### config.mk
export PLATFORM = sky130hd
export DESIGN_NAME = logicnet_lut_loader
export DESIGN_NICKNAME = d
export VERILOG_FILES = /design/src/rtl/logicnet_lut_pkg.sv /design/src/rtl/lut_dist_ram.sv /design/src/rtl/logicnet_lut_loader.sv
export SDC_FILE = /design/constraint.sdc
export NUM_CORES = 1
export LEC_CHECK = 0
export BUFFER_PORTS_ARGS = -buffer_cell sky130_fd_sc_hd__buf_4
export CAP_MARGIN = 25
export CORE_ASPECT_RATIO = 1.25
export CORE_MARGIN = 5
export CORE_UTILIZATION = 36
export DETAILED_ROUTE_END_ITERATION = 16
export GPL_TIMING_DRIVEN = 0
export HOLD_SLACK_MARGIN = 0.1
export PLACE_DENSITY = 0.53
export SYNTH_ARGS = -nofsm -noshare
export SYNTH_HDL_FRONTEND = slang
export SYNTH_SLANG_ARGS = --single-unit
### constraint.sdc
create_clock -name clk -period 2.4 [get_ports clk]
set_input_delay 0.24 -clock clk [delete_from_list [all_inputs] [get_ports clk]]
set_output_delay 0.24 -clock clk [all_outputs]
set_load 0.02 [all_outputs]
### src/rtl/logicnet_lut_pkg.sv
// ============================================================================
// Module   : logicnet_lut_pkg
// Purpose  : Shared definitions for the runtime-programmable LogicNet neuron.
//            Default table geometry, the load-FSM state type and a helper
//            that derives the table depth from the address width.
// Ports    : none (package)
// Revision : 1.0 - initial release
// ============================================================================
`default_nettype none

package logicnet_lut_pkg;

  // Default lookup address width (concatenated quantised inputs)
  localparam int LUT_IN_BITS  = 6;
  // Default width of one table entry / neuron output
  localparam int LUT_OUT_BITS = 2;

  // Configuration FSM states
  typedef enum logic [0:0] {
    ST_IDLE = 1'b0,
    ST_LOAD = 1'b1
  } lut_state_e;

  // Number of truth-table entries for a given address width
  function automatic int lut_depth(input int in_bits);
    return 1 << in_bits;
  endfunction

endpackage : logicnet_lut_pkg

`default_nettype wire

### src/rtl/lut_dist_ram.sv
// ============================================================================
// Module   : lut_dist_ram
// Purpose  : Truth-table storage, DEPTH x DATA_BITS, intended for LUT-based
//            distributed RAM. Contents are not reset.
// Ports    : clk   - clock
//            we    - synchronous write enable
//            waddr - write address
//            wdata - write data
//            raddr - asynchronous read address
//            rdata - asynchronous read data (registered by the caller)
// Revision : 1.0 - initial release
// ============================================================================
`default_nettype none

module lut_dist_ram
  import logicnet_lut_pkg::*;
#(
  parameter int ADDR_BITS = LUT_IN_BITS,
  parameter int DATA_BITS = LUT_OUT_BITS,
  parameter int DEPTH     = lut_depth(ADDR_BITS)
) (
  input  logic                 clk,
  input  logic                 we,
  input  logic [ADDR_BITS-1:0] waddr,
  input  logic [DATA_BITS-1:0] wdata,
  input  logic [ADDR_BITS-1:0] raddr,
  output logic [DATA_BITS-1:0] rdata
);

  (* rom_style = "distributed", ram_style = "distributed" *)
  logic [DATA_BITS-1:0] mem [DEPTH];

  always_ff @(posedge clk) begin
    if (we) begin
      mem[waddr] <= wdata;
    end
  end

  // Combinational read keeps the lookup path to a single register stage
  assign rdata = mem[raddr];

endmodule : lut_dist_ram

`default_nettype wire

### src/rtl/logicnet_lut_loader.sv
// ============================================================================
// Module   : logicnet_lut_loader
// Purpose  : Runtime-programmable LogicNet neuron. A 2^IN_BITS x OUT_BITS
//            truth table is streamed in over a valid/ready configuration
//            port and answered to upstream lookups with a registered result.
// Ports    : clk          - clock
//            rst_n        - asynchronous active-low reset
//            cfg_start    - pulse: begin (or restart) a full table load
//            cfg_valid    - cfg_data valid
//            cfg_ready    - load beat accepted this cycle when valid
//            cfg_data     - table entry for the current load address
//            cfg_done     - pulse after the final entry is written
//            cfg_abort    - pulse when an in-progress load is restarted
//            table_loaded - a complete table is present
//            M0           - lookup address
//            in_valid     - M0 valid
//            M1           - registered lookup result
//            out_valid    - M1 valid
// Revision : 1.0 - initial release
// ============================================================================
`default_nettype none

module logicnet_lut_loader
  import logicnet_lut_pkg::*;
#(
  parameter int IN_BITS  = LUT_IN_BITS,
  parameter int OUT_BITS = LUT_OUT_BITS
) (
  input  logic                clk,
  input  logic                rst_n,
  input  logic                cfg_start,
  input  logic                cfg_valid,
  output logic                cfg_ready,
  input  logic [OUT_BITS-1:0] cfg_data,
  output logic                cfg_done,
  output logic                cfg_abort,
  output logic                table_loaded,
  input  logic [IN_BITS-1:0]  M0,
  input  logic                in_valid,
  output logic [OUT_BITS-1:0] M1,
  output logic                out_valid
);

  localparam int DEPTH = lut_depth(IN_BITS);

  lut_state_e          state;
  lut_state_e          state_nxt;
  logic [IN_BITS-1:0]  addr;
  logic [IN_BITS-1:0]  addr_nxt;
  logic                done_nxt;
  logic                abort_nxt;
  logic                loaded_nxt;
  logic                wr_en;
  logic                last_addr;
  logic                lookup_fire;
  logic [OUT_BITS-1:0] rd_data;

  assign last_addr = (addr == IN_BITS'(DEPTH - 1));

  // Next-state / output logic
  always_comb begin
    state_nxt  = state;
    addr_nxt   = addr;
    done_nxt   = 1'b0;
    abort_nxt  = 1'b0;
    loaded_nxt = table_loaded;
    wr_en      = 1'b0;
    cfg_ready  = 1'b0;

    case (state)
      ST_IDLE: begin
        // cfg_valid is ignored here, even alongside cfg_start
        if (cfg_start) begin
          state_nxt  = ST_LOAD;
          addr_nxt   = '0;
          loaded_nxt = 1'b0;
        end
      end

      ST_LOAD: begin
        cfg_ready = 1'b1;
        if (cfg_start) begin
          // Restart wins over a coincident beat: that beat is dropped
          addr_nxt  = '0;
          abort_nxt = 1'b1;
        end else if (cfg_valid) begin
          wr_en    = 1'b1;
          addr_nxt = addr + IN_BITS'(1);
          if (last_addr) begin
            state_nxt  = ST_IDLE;
            done_nxt   = 1'b1;
            loaded_nxt = 1'b1;
          end
        end
      end

      default: begin
        state_nxt = ST_IDLE;
      end
    endcase
  end

  // Configuration state registers
  always_ff @(posedge clk or negedge rst_n) begin
    if (!rst_n) begin
      state        <= ST_IDLE;
      addr         <= '0;
      cfg_done     <= 1'b0;
      cfg_abort    <= 1'b0;
      table_loaded <= 1'b0;
    end else begin
      state        <= state_nxt;
      addr         <= addr_nxt;
      cfg_done     <= done_nxt;
      cfg_abort    <= abort_nxt;
      table_loaded <= loaded_nxt;
    end
  end

  // Lookups are only served from a complete table outside of a load, so
  // reads never overlap writes.
  assign lookup_fire = in_valid && table_loaded && (state == ST_IDLE);

  always_ff @(posedge clk or negedge rst_n) begin
    if (!rst_n) begin
      M1        <= '0;
      out_valid <= 1'b0;
    end else begin
      out_valid <= lookup_fire;
      if (lookup_fire) begin
        M1 <= rd_data;
      end
    end
  end

  lut_dist_ram #(
    .ADDR_BITS (IN_BITS),
    .DATA_BITS (OUT_BITS),
    .DEPTH     (DEPTH)
  ) u_ram (
    .clk   (clk),
    .we    (wr_en),
    .waddr (addr),
    .wdata (cfg_data),
    .raddr (M0),
    .rdata (rd_data)
  );

endmodule : logicnet_lut_loader

`default_nettype wire

Word level (Yosys, flattened, before mapping)
Memories as Yosys holds them, arrays and structs flattened. A register that Yosys moved wholly into a read port is not among the register bits.
Index checks and enable logic that the tools add are counted.
{"block": "totals", "regBits": 11, "out_inout_bits": 7, "inputBits": 13, "word_cells": 45, "ramBits": 128, "latchBits": 0, "n_memories": 1, "rom_bits": 0}
{"memory": "u_ram.mem", "depth": 64, "word_bits": 2, "rd": 1, "rd_clocked_by_memory_dff": 1, "wr": 1, "line": "lut_dist_ram.sv:31", "text": "logic [DATA_BITS-1:0] mem [DEPTH];"}
{"block": "op_classes", "multipliers": 0, "n_bitwise": 1, "shift": 0, "n_lt_le_gt_ge": 0, "muxes": 25, "div": 0, "add_sub_neg": 1, "n_eq_ne": 6, "reduce_logical": 5}
{"operator": "1-bit two-way mux", "count": 19}
{"operator": "6-bit two-way mux", "count": 3}
{"operator": "6-bit case mux with 2 select lines", "count": 1}
{"operator": "6-bit by 1-bit adder with 6-bit output (second input constant)", "count": 1}
{"operator": "6-bit equality test (second input constant)", "count": 1}
{"operator": "2-bit inequality test (second input constant)", "count": 3}
{"operator": "1-bit case mux with 2 select lines", "count": 2}
{"operator": "4-bit AND reduction", "count": 1}
{"operator": "3-bit inequality test (second input constant)", "count": 1}
{"operator": "1-bit logical AND", "count": 2}
{"operator": "2-bit by 1-bit inequality test with 1-bit output (second input constant)", "count": 1}
{"operator": "2-bit AND reduction", "count": 1}
{"operator": "1-bit zero test", "count": 1}
{"operator": "1-bit inverter", "count": 1}

Logic depth before layout (Yosys ltp)
Gate-level depths: netlist (run 1).
{"block": "logic_depth", "depth_word": 5, "depth_mapped": 8, "ltp_nobuf": 5}

By module
From an unflattened synthesis (run 1), not the netlist that was laid out.
{"block": "unflattened", "cells_unflattened": 371, "area_unflattened_um2": 5913.2}
{"mod": "lut_dist_ram", "seq_area_each_um2": 3843.7, "instances": 1, "cells_each": 322, "area_each_um2": 5357.6}
{"mod": "logicnet_lut_loader", "seq_area_each_um2": 325.3, "instances": 1, "cells_each": 49, "area_each_um2": 555.5}

Worst setup path before layout (run 1)
OpenSTA, ideal clock, no wires.
{"block": "synth_timing", "path_kind": "input port to flip-flop", "startpoint": "in M0[2]", "endpoint": "reg M1[0] (read register of u_ram.mem)", "slack_ns": 0.329, "t_arrival_ns": 1.937, "cell_stages": 7, "n_path_buf": 2, "required_ns": 2.267, "setup_time_ns": 0.133, "cell_sequence": "clkbuf_1 clkbuf_1 mux4_2 a22oi_1 nand3_1 a2111oi_0 nor2_1"}
{"item": "from (decl)", "line": "logicnet_lut_loader.sv:38", "text": "input logic [IN_BITS-1:0] M0,"}
{"item": "to (decl)", "line": "logicnet_lut_loader.sv:40", "text": "output logic [OUT_BITS-1:0] M1,"}

Final worst setup path (run 1)
{"block": "layout_timing", "startpoint": "reg state", "endpoint": "mem u_ram.mem[49][1] in the netlist's numbering (enable)"}
{"block": "layout_via", "elab_chain_cells": 3}
{"item": "from (decl)", "line": "logicnet_lut_loader.sv:46", "text": "lut_state_e state;"}
{"item": "from (signal assigned)", "line": "logicnet_lut_loader.sv:112", "text": "state <= state_nxt;"}
{"item": "1-bit two-way mux", "line": "logicnet_lut_loader.sv:70", "text": "case (state)"}
{"item": "1-bit two-way mux", "line": "lut_dist_ram.sv:34", "text": "if (we) begin"}
{"item": "1-bit two-way mux (not written as such)", "line": "lut_dist_ram.sv:35", "text": "mem[waddr] <= wdata;"}
{"item": "to (decl)", "line": "lut_dist_ram.sv:31"}
No other way between the ends.

==> flow_summary.yaml, run 1 <==
sta:
  setup_viol: 0
  clock_skew_ps: 6.92
  clock.fmax_mhz: 440
  drv_slew: 0
  finalHoldViolations: 0
  tightest_slew_ps: 645
  layout_min_cycle_time_ps: 2270
  slew_headroom: 0.570
  setup_tns_ps: 0
  rsz0062_at_grt: "yes"
  min_period_over_period: 0.948
cells_and_area:
  diodes: 0
  drive_gt1_frac: 0.226
  final_cells: 636
  area_delta_synth_final_pct: 16.9
  design_area_um2: 6850
  nets: 422
  fillers: 1464
  utilization: 0.426
logic_synthesis:
  yosys_warnings: 0
  synth_top_family_by_area: "multiplexers"
  synth_compound_gate_area_share: 0.0305
  synth_edf_count: 128
  synthArstFlopShare: 0.0922
  synth_xor_area_frac: 0.00598
  ys_seq_elements: 141
  avgSynthCellArea_um2: 15.9
  synth_adder_area_share: 0.00427
  synth_simple_gate_area_frac: 0.104
  synthMuxAreaShare: 0.127
  netlist_area_um2: 5860
  synth_ff_type: "edfxtp_1"
  synth_fp_nets: 384
  synth.distinct_cells: 35
  ys_seq_area_frac: 0.712
  synthCells: 369
min_path:
  hold-path-endpoint: "state$_DFF_PN0_"
  min_from: "cfg_valid"
  holdCritPathClass: "input pin to register"
  min_path_cells: 3
placed_design:
  place.detailed.hpwl_mm: 7.99
  dp_cells: 602
  portBuffers: 17
  place_area_um2: 6260
  routabilityCongestion: 0.769
detailed_routing:
  ant_nets: 0
  avgViaCountPerCell: 5.04
  drt_iter0_drc: 270
  drc: 0
  wl_per_cell_um: 19.1
  routed_wl_mm: 12.2
  vias: 3203
  drtPass1Iterations: 4
global_routing:
  grt_max_degree: 65
  grt_pass1_vias: 3521
  antenna_found_initial: 0
  grt_pass1_wl_mm: 19.1
  grt_usage: 0.137
  overflow: 0
floorplan:
  die_y_um: 153
  initial_core_util: 0.365
  rows: 52
  die_w_um: 124
  dieArea_um2: 18900
  core_um2: 16100
  io_pins: 20
setup_path:
  arrival_ps: 2370
  worstSetupPathType: "register to register"
  required_ps: 2490
  worst_setup_path_end_kind: "register"
  rrSetupSlack_ps: 130
  worstPathMaxFanout: 8
  reg2reg_to: "u_ram.mem[49][1]$_DFFE_PP_"
  rr_worst_depth: 4
  start_kind: "register"
  timing.rr.start: "state$_DFF_PN0_"
outcome:
  status: "finished, final reports clean"
cts:
  cts_buffers: 17
  cts.sinks: 141
  clk_latency_ps: 410
  clk_pin_slew_ps: 50
  post_cts_buffers: 0
  ctsLongestPathBuffers: 2
  clockRootBuffer: "clkbuf_16"
  htree_levels: 4
  cts_tree: "done"
power_and_ir_drop:
  p_leak_nw: 2.18
  power.density_nw_per_um2: 786
  vdd_drop_max_uv: 498
job:
  drv_cap: 0
==> cell type report <==
type	count	area (um^2)	share of cell area
sequential	141	4170	0.609
multi-input combinational	206	1600	0.234
clock buffer	19	433	0.0632
tap	216	270	0.0395
timing repair buffer	19	148	0.0216
clock inverter	13	124	0.0181
buffer	20	95.1	0.0139
inverter	2	7.51	0.00110
==> metal layers <==
metal  up-vias  global-route usage  routed length (um)
met1      1632               0.163                4920
li1       1493                   -                   -
met3         8              0.0371                 403
met4         0              0.0459                 157
met2        70               0.239                6680
met5         -                   0                   0
==> synthesized netlist by cell type (3+ instances only) <==
cell | n | share of area
a2111oi_0 | 4 | 0.0060
a211oi_1 | 6 | 0.0077
a21oi_1 | 3 | 0.0026
buf_1 | 3 | 0.0019
buf_2 | 3 | 0.0026
clkbuf_1 | 11 | 0.0070
dfrtp_1 | 13 | 0.056
edfxtp_1 | 128 | 0.66
mux2_2 | 10 | 0.019
mux4_2 | 28 | 0.11
nand2_1 | 18 | 0.012
nand3_1 | 9 | 0.0077
nor2_1 | 77 | 0.049
nor2b_1 | 13 | 0.014
nor3_1 | 3 | 0.0026
nor4_1 | 3 | 0.0032
o21ai_0 | 3 | 0.0026
o22ai_1 | 4 | 0.0043
or3_1 | 3 | 0.0032
xor2_1 | 3 | 0.0045
==> worst max-delay path by stage <==
stage / end / from / slack [ps]
CTS: u_ram.mem[31][1]$_DFFE_PP_ / state$_DFF_PN0_ / 20
floorplan: M1[0]$_DFFE_PN0P_ / M0[2] / 330
finish: u_ram.mem[49][1]$_DFFE_PP_ / state$_DFF_PN0_ / 130
detailed placement: M1[0]$_DFFE_PN0P_ / M0[2] / -330
global placement: M1[0]$_DFFE_PN0P_ / M0[2] / -310
global route: u_ram.mem[61][1]$_DFFE_PP_ / state$_DFF_PN0_ / -20
==> critical path: stages (launching register included) <==
cell and delay (ps):
dfrtp_1 540, nand2_1 290, nor3b_2 460, nand2_1 390, nor2_1 280
==> cell families (layout without fill, tap and decap cells) <==
family | Yosys count | count (layout)
AO/OA/AOI/OAI | 26 | 26
XOR/XNOR | 4 | 4
adder cells (fa/ha/maj) | 2 | 2
buffers and inverters | 22 | 73
flip-flops | 141 | 141
multiplexers | 38 | 38
AND/OR/NAND/NOR | 136 | 136
==> flip-flops by register name, indices dropped and copies added, names as in the netlist <==
register,flops
cfg_abort,1
out_valid,1
M1,2
cfg_done,1
state,1
addr,6
table_loaded,1
u_ram.mem,128
==> stage by stage <==
stage / power, W / worst slack [ps] / hold WS (ps)
finish: 0.00538 / 126 / 155
global route: 0.00559 / -24.8 / 139
CTS: 0.00544 / 19.1 / 134
detailed placement: 0.00298 / -331 / 112
global placement: 0.00298 / -309 / 105
floorplan: 0.00288 / 329 / -55.6
==> repair_timing <==
item / 4_1_cts / 5_1_grt
hold endpoints to repair: 14 / 0
gates resized for setup: 2 / 4
setup endpoints to repair: 80 / 17
hold buffers: 2 / 0
==> placed cells by master, fill, tap and decap left out, types with 6 or more instances in the layout <==
cell type / Yosys / routed
a211oi_1: 6 / 6
buf_4: 2 / 19
clkbuf_1: 11 / 12
clkbuf_16: 0 / 17
dfrtp_1: 13 / 13
edfxtp_1: 128 / 128
mux2_2: 10 / 10
mux4_2: 28 / 28
nand2_1: 18 / 18
nand3_1: 9 / 8
nor2_1: 77 / 77
nor2b_1: 13 / 13
==> report_power, final <==
| part | switching, W | internal (W) |
|---|---|---|
| clock network | 0.000937 | 0.00151 |
| logic | 0.000142 | 0.0000954 |
| registers | 0.00000824 | 0.00269 |
No activity file was read; power rests on OpenSTA's default activity.
==> inputs of run 2 (changes only) <==
- CORE_UTILIZATION: 36 -> 45
- PLACE_DENSITY: 0.53 -> 0.65
- SETUP_SLACK_MARGIN: default -> 0.2
- clock period: 2.4 -> 2 ns (I/O delays scaled with it)
==> run 2 against run 1 <==
Net effect: non-clock buffer count is 5 higher; combinational power up 34%; critical path depth increased by 1; fmax is 17% higher; flip-flop and latch count is the same; global-route usage rose by 3.5 points; clock skew down 0.53 ps; hold slack lost 20 ps; sequential power rose by 20%; final cell count down 6.8%; largest cell class unchanged; largest power group unchanged.
==> flow_summary.yaml, run 2 (synthesis gave the netlist of run 1 again) <==
outcome:
  status: "finished, final reports clean"
setup_path:
  cp_common_cell: "mux4_2"
  worstPathMaxFanout: 1
  arrival_ps: 2240
  cpLargestDelayFamily: "multiplexers"
  worst_setup_path_end_kind: "register"
  start_kind: "register"
  crit_buf_inv: 0
  worstSetupPathType: "register to register"
  critPathMaxStageDelay_ps: 500
  required_ps: 2290
  cpMaxStageDelayCell: "mux4_2"
  crit_path_cell_trace: "mux4_2 > mux4_2 > mux2_4 > o22ai_2 > nor2_1"
power_and_ir_drop:
  p_leak_nw: 2.24
  p_seq_frac: 0.511
  pwr-share-clk: 0.439
  pwr-share-comb: 0.050
  power.density_nw_per_um2: 903
  p_int_w: 0.00508
  switching_share: 0.199
  vdd_drop_max_uv: 517
  switchingPower_w: 0.00126
placed_design:
  dp_cells: 554
  portBuffers: 17
  routabilityCongestion: 0.786
  place.detailed.hpwl_mm: 7.93
cts:
  cts_tree: "done"
  ctsLongestPathBuffers: 2
  clockRootBuffer: "clkbuf_16"
  clk_pin_slew_ps: 50
  cts_buffers: 17
  cts.sinks: 141
  htree_levels: 4
  clk_latency_ps: 420
floorplan:
  rows: 46
  initial_core_util: 0.461
  die_y_um: 138
  io_pins: 20
  die_w_um: 112
  dieArea_um2: 15400
  core_um2: 12700
cells_and_area:
  diodes: 0
  utilization: 0.552
  final_cells: 593
  fillers: 998
  largest_register_ffs: 128
  regMostFlops: "u_ram.mem"
  drive_gt1_frac: 0.360
  area_delta_synth_final_pct: 19.8
  mostFrequentLayoutCells: "edfxtp_1 (128), nor2_1 (42), nor2_2 (35)"
  nets: 427
  mostFrequentLayoutCell: "edfxtp_1"
  reg.largest.list: "u_ram.mem: 128 flops, addr: 6 flops, M1: 2 flops"
detailed_routing:
  routed_wl_mm: 12.3
  wl_per_cell_um: 20.8
  ant_nets: 0
  drt_iter0_drc: 179
  avgViaCountPerCell: 5.59
  drtPass1Iterations: 4
  vias: 3313
  drc: 0
sta:
  tightest_slew_ps: 628
  drv_slew: 0
  rsz0062_at_grt: "yes"
  finalHoldViolations: 0
  min_period_over_period: 0.974
  clock_skew_ps: 6.39
  layout_min_cycle_time_ps: 1950
  setup_viol: 0
  clock.fmax_mhz: 514
  slew_headroom: 0.582
min_path:
  holdCritPathClass: "input pin to register"
global_routing:
  grt_pass1_vias: 3655
  grt_usage: 0.173
  grt_max_degree: 65
  antenna_found_initial: 0
  grt_pass1_wl_mm: 19.7
  overflow: 0
job:
  drv_cap: 0
## run 2: layer usage
metal | wire length [um] | global-route usage
met5 | 0 | 0
met4 | 168 | 0.0648
met3 | 522 | 0.0369
met2 | 6740 | 0.314
met1 | 4890 | 0.202
## run 2: stage by stage
step / instance area [um^2] / setup WS, ps / TNS (ps) / hold WS (ps) / total power (W)
4_1_cts: 6940 / 70.7 / 0 / 115 / 0.00637
5_1_grt: 7020 / 9.14 / 0 / 170 / 0.00652
6_report: 7020 / 52.9 / 0 / 135 / 0.00634
3_5_place_dp: 6240 / -377 / -11000 / 60.0 / 0.00359
2_1_floorplan: 5900 / 190 / 0 / -95.6 / 0.00346
3_3_place_gp: 6240 / -344 / -4760 / 55.8 / 0.00358
## run 2: worst min-delay path: stages
cell     delay, ps
buf_4          110
nand2_1         70
nor2_1         100
## run 2: final cells by class
| type | count | area, um^2 | share of cell area |
|---|---|---|---|
| Sequential cell | 141 | 4170 | 0.594 |
| Clock inverter | 1 | 5.00 | 0.000713 |
| Tap cell | 168 | 210 | 0.0299 |
| Inverter | 2 | 7.51 | 0.00107 |
| Buffer | 20 | 141 | 0.0201 |
| Multi-Input combinational cell | 206 | 1780 | 0.254 |
| Clock buffer | 31 | 518 | 0.0738 |
| Timing Repair Buffer | 24 | 188 | 0.0267 |
## run 2: worst paths after layout
check	end	depth (start not counted)	start	slack, ps
min reg2reg	table_loaded$_DFFE_PN0P_	2	table_loaded$_DFFE_PN0P_	580
max in group asynchronous	state$_DFF_PN0_	2	rst_n	1640
min in group asynchronous	cfg_done$_DFF_PN0_	2	rst_n	170
max reg2reg	M1[1]$_DFFE_PN0P_	5	u_ram.mem[59][1]$_DFFE_PP_	50
min	out_valid$_DFF_PN0_	3	in_valid	130
max	M1[1]$_DFFE_PN0P_	5	u_ram.mem[59][1]$_DFFE_PP_	50
## run 2: what timing repair did
item                                    CTS  global route
endpoints found under the setup margin  130           128
hold endpoints to repair                 15             0
hold buffers                              3             0
pin swaps                                 2             0
resized for setup                        33            39
buffers inserted                          4             0
## run 2: power by group through the flow
stage / registers [W] / clock network, W / logic, W
after global routing: 0.00324 / 0.00293 / 0.000345
after global placement: 0.00329 / 0 / 0.000283
after detailed placement: 0.00329 / 0 / 0.000292
after CTS: 0.00324 / 0.00281 / 0.000320
final: 0.00324 / 0.00278 / 0.000318
after floorplan: 0.00329 / 0 / 0.000171
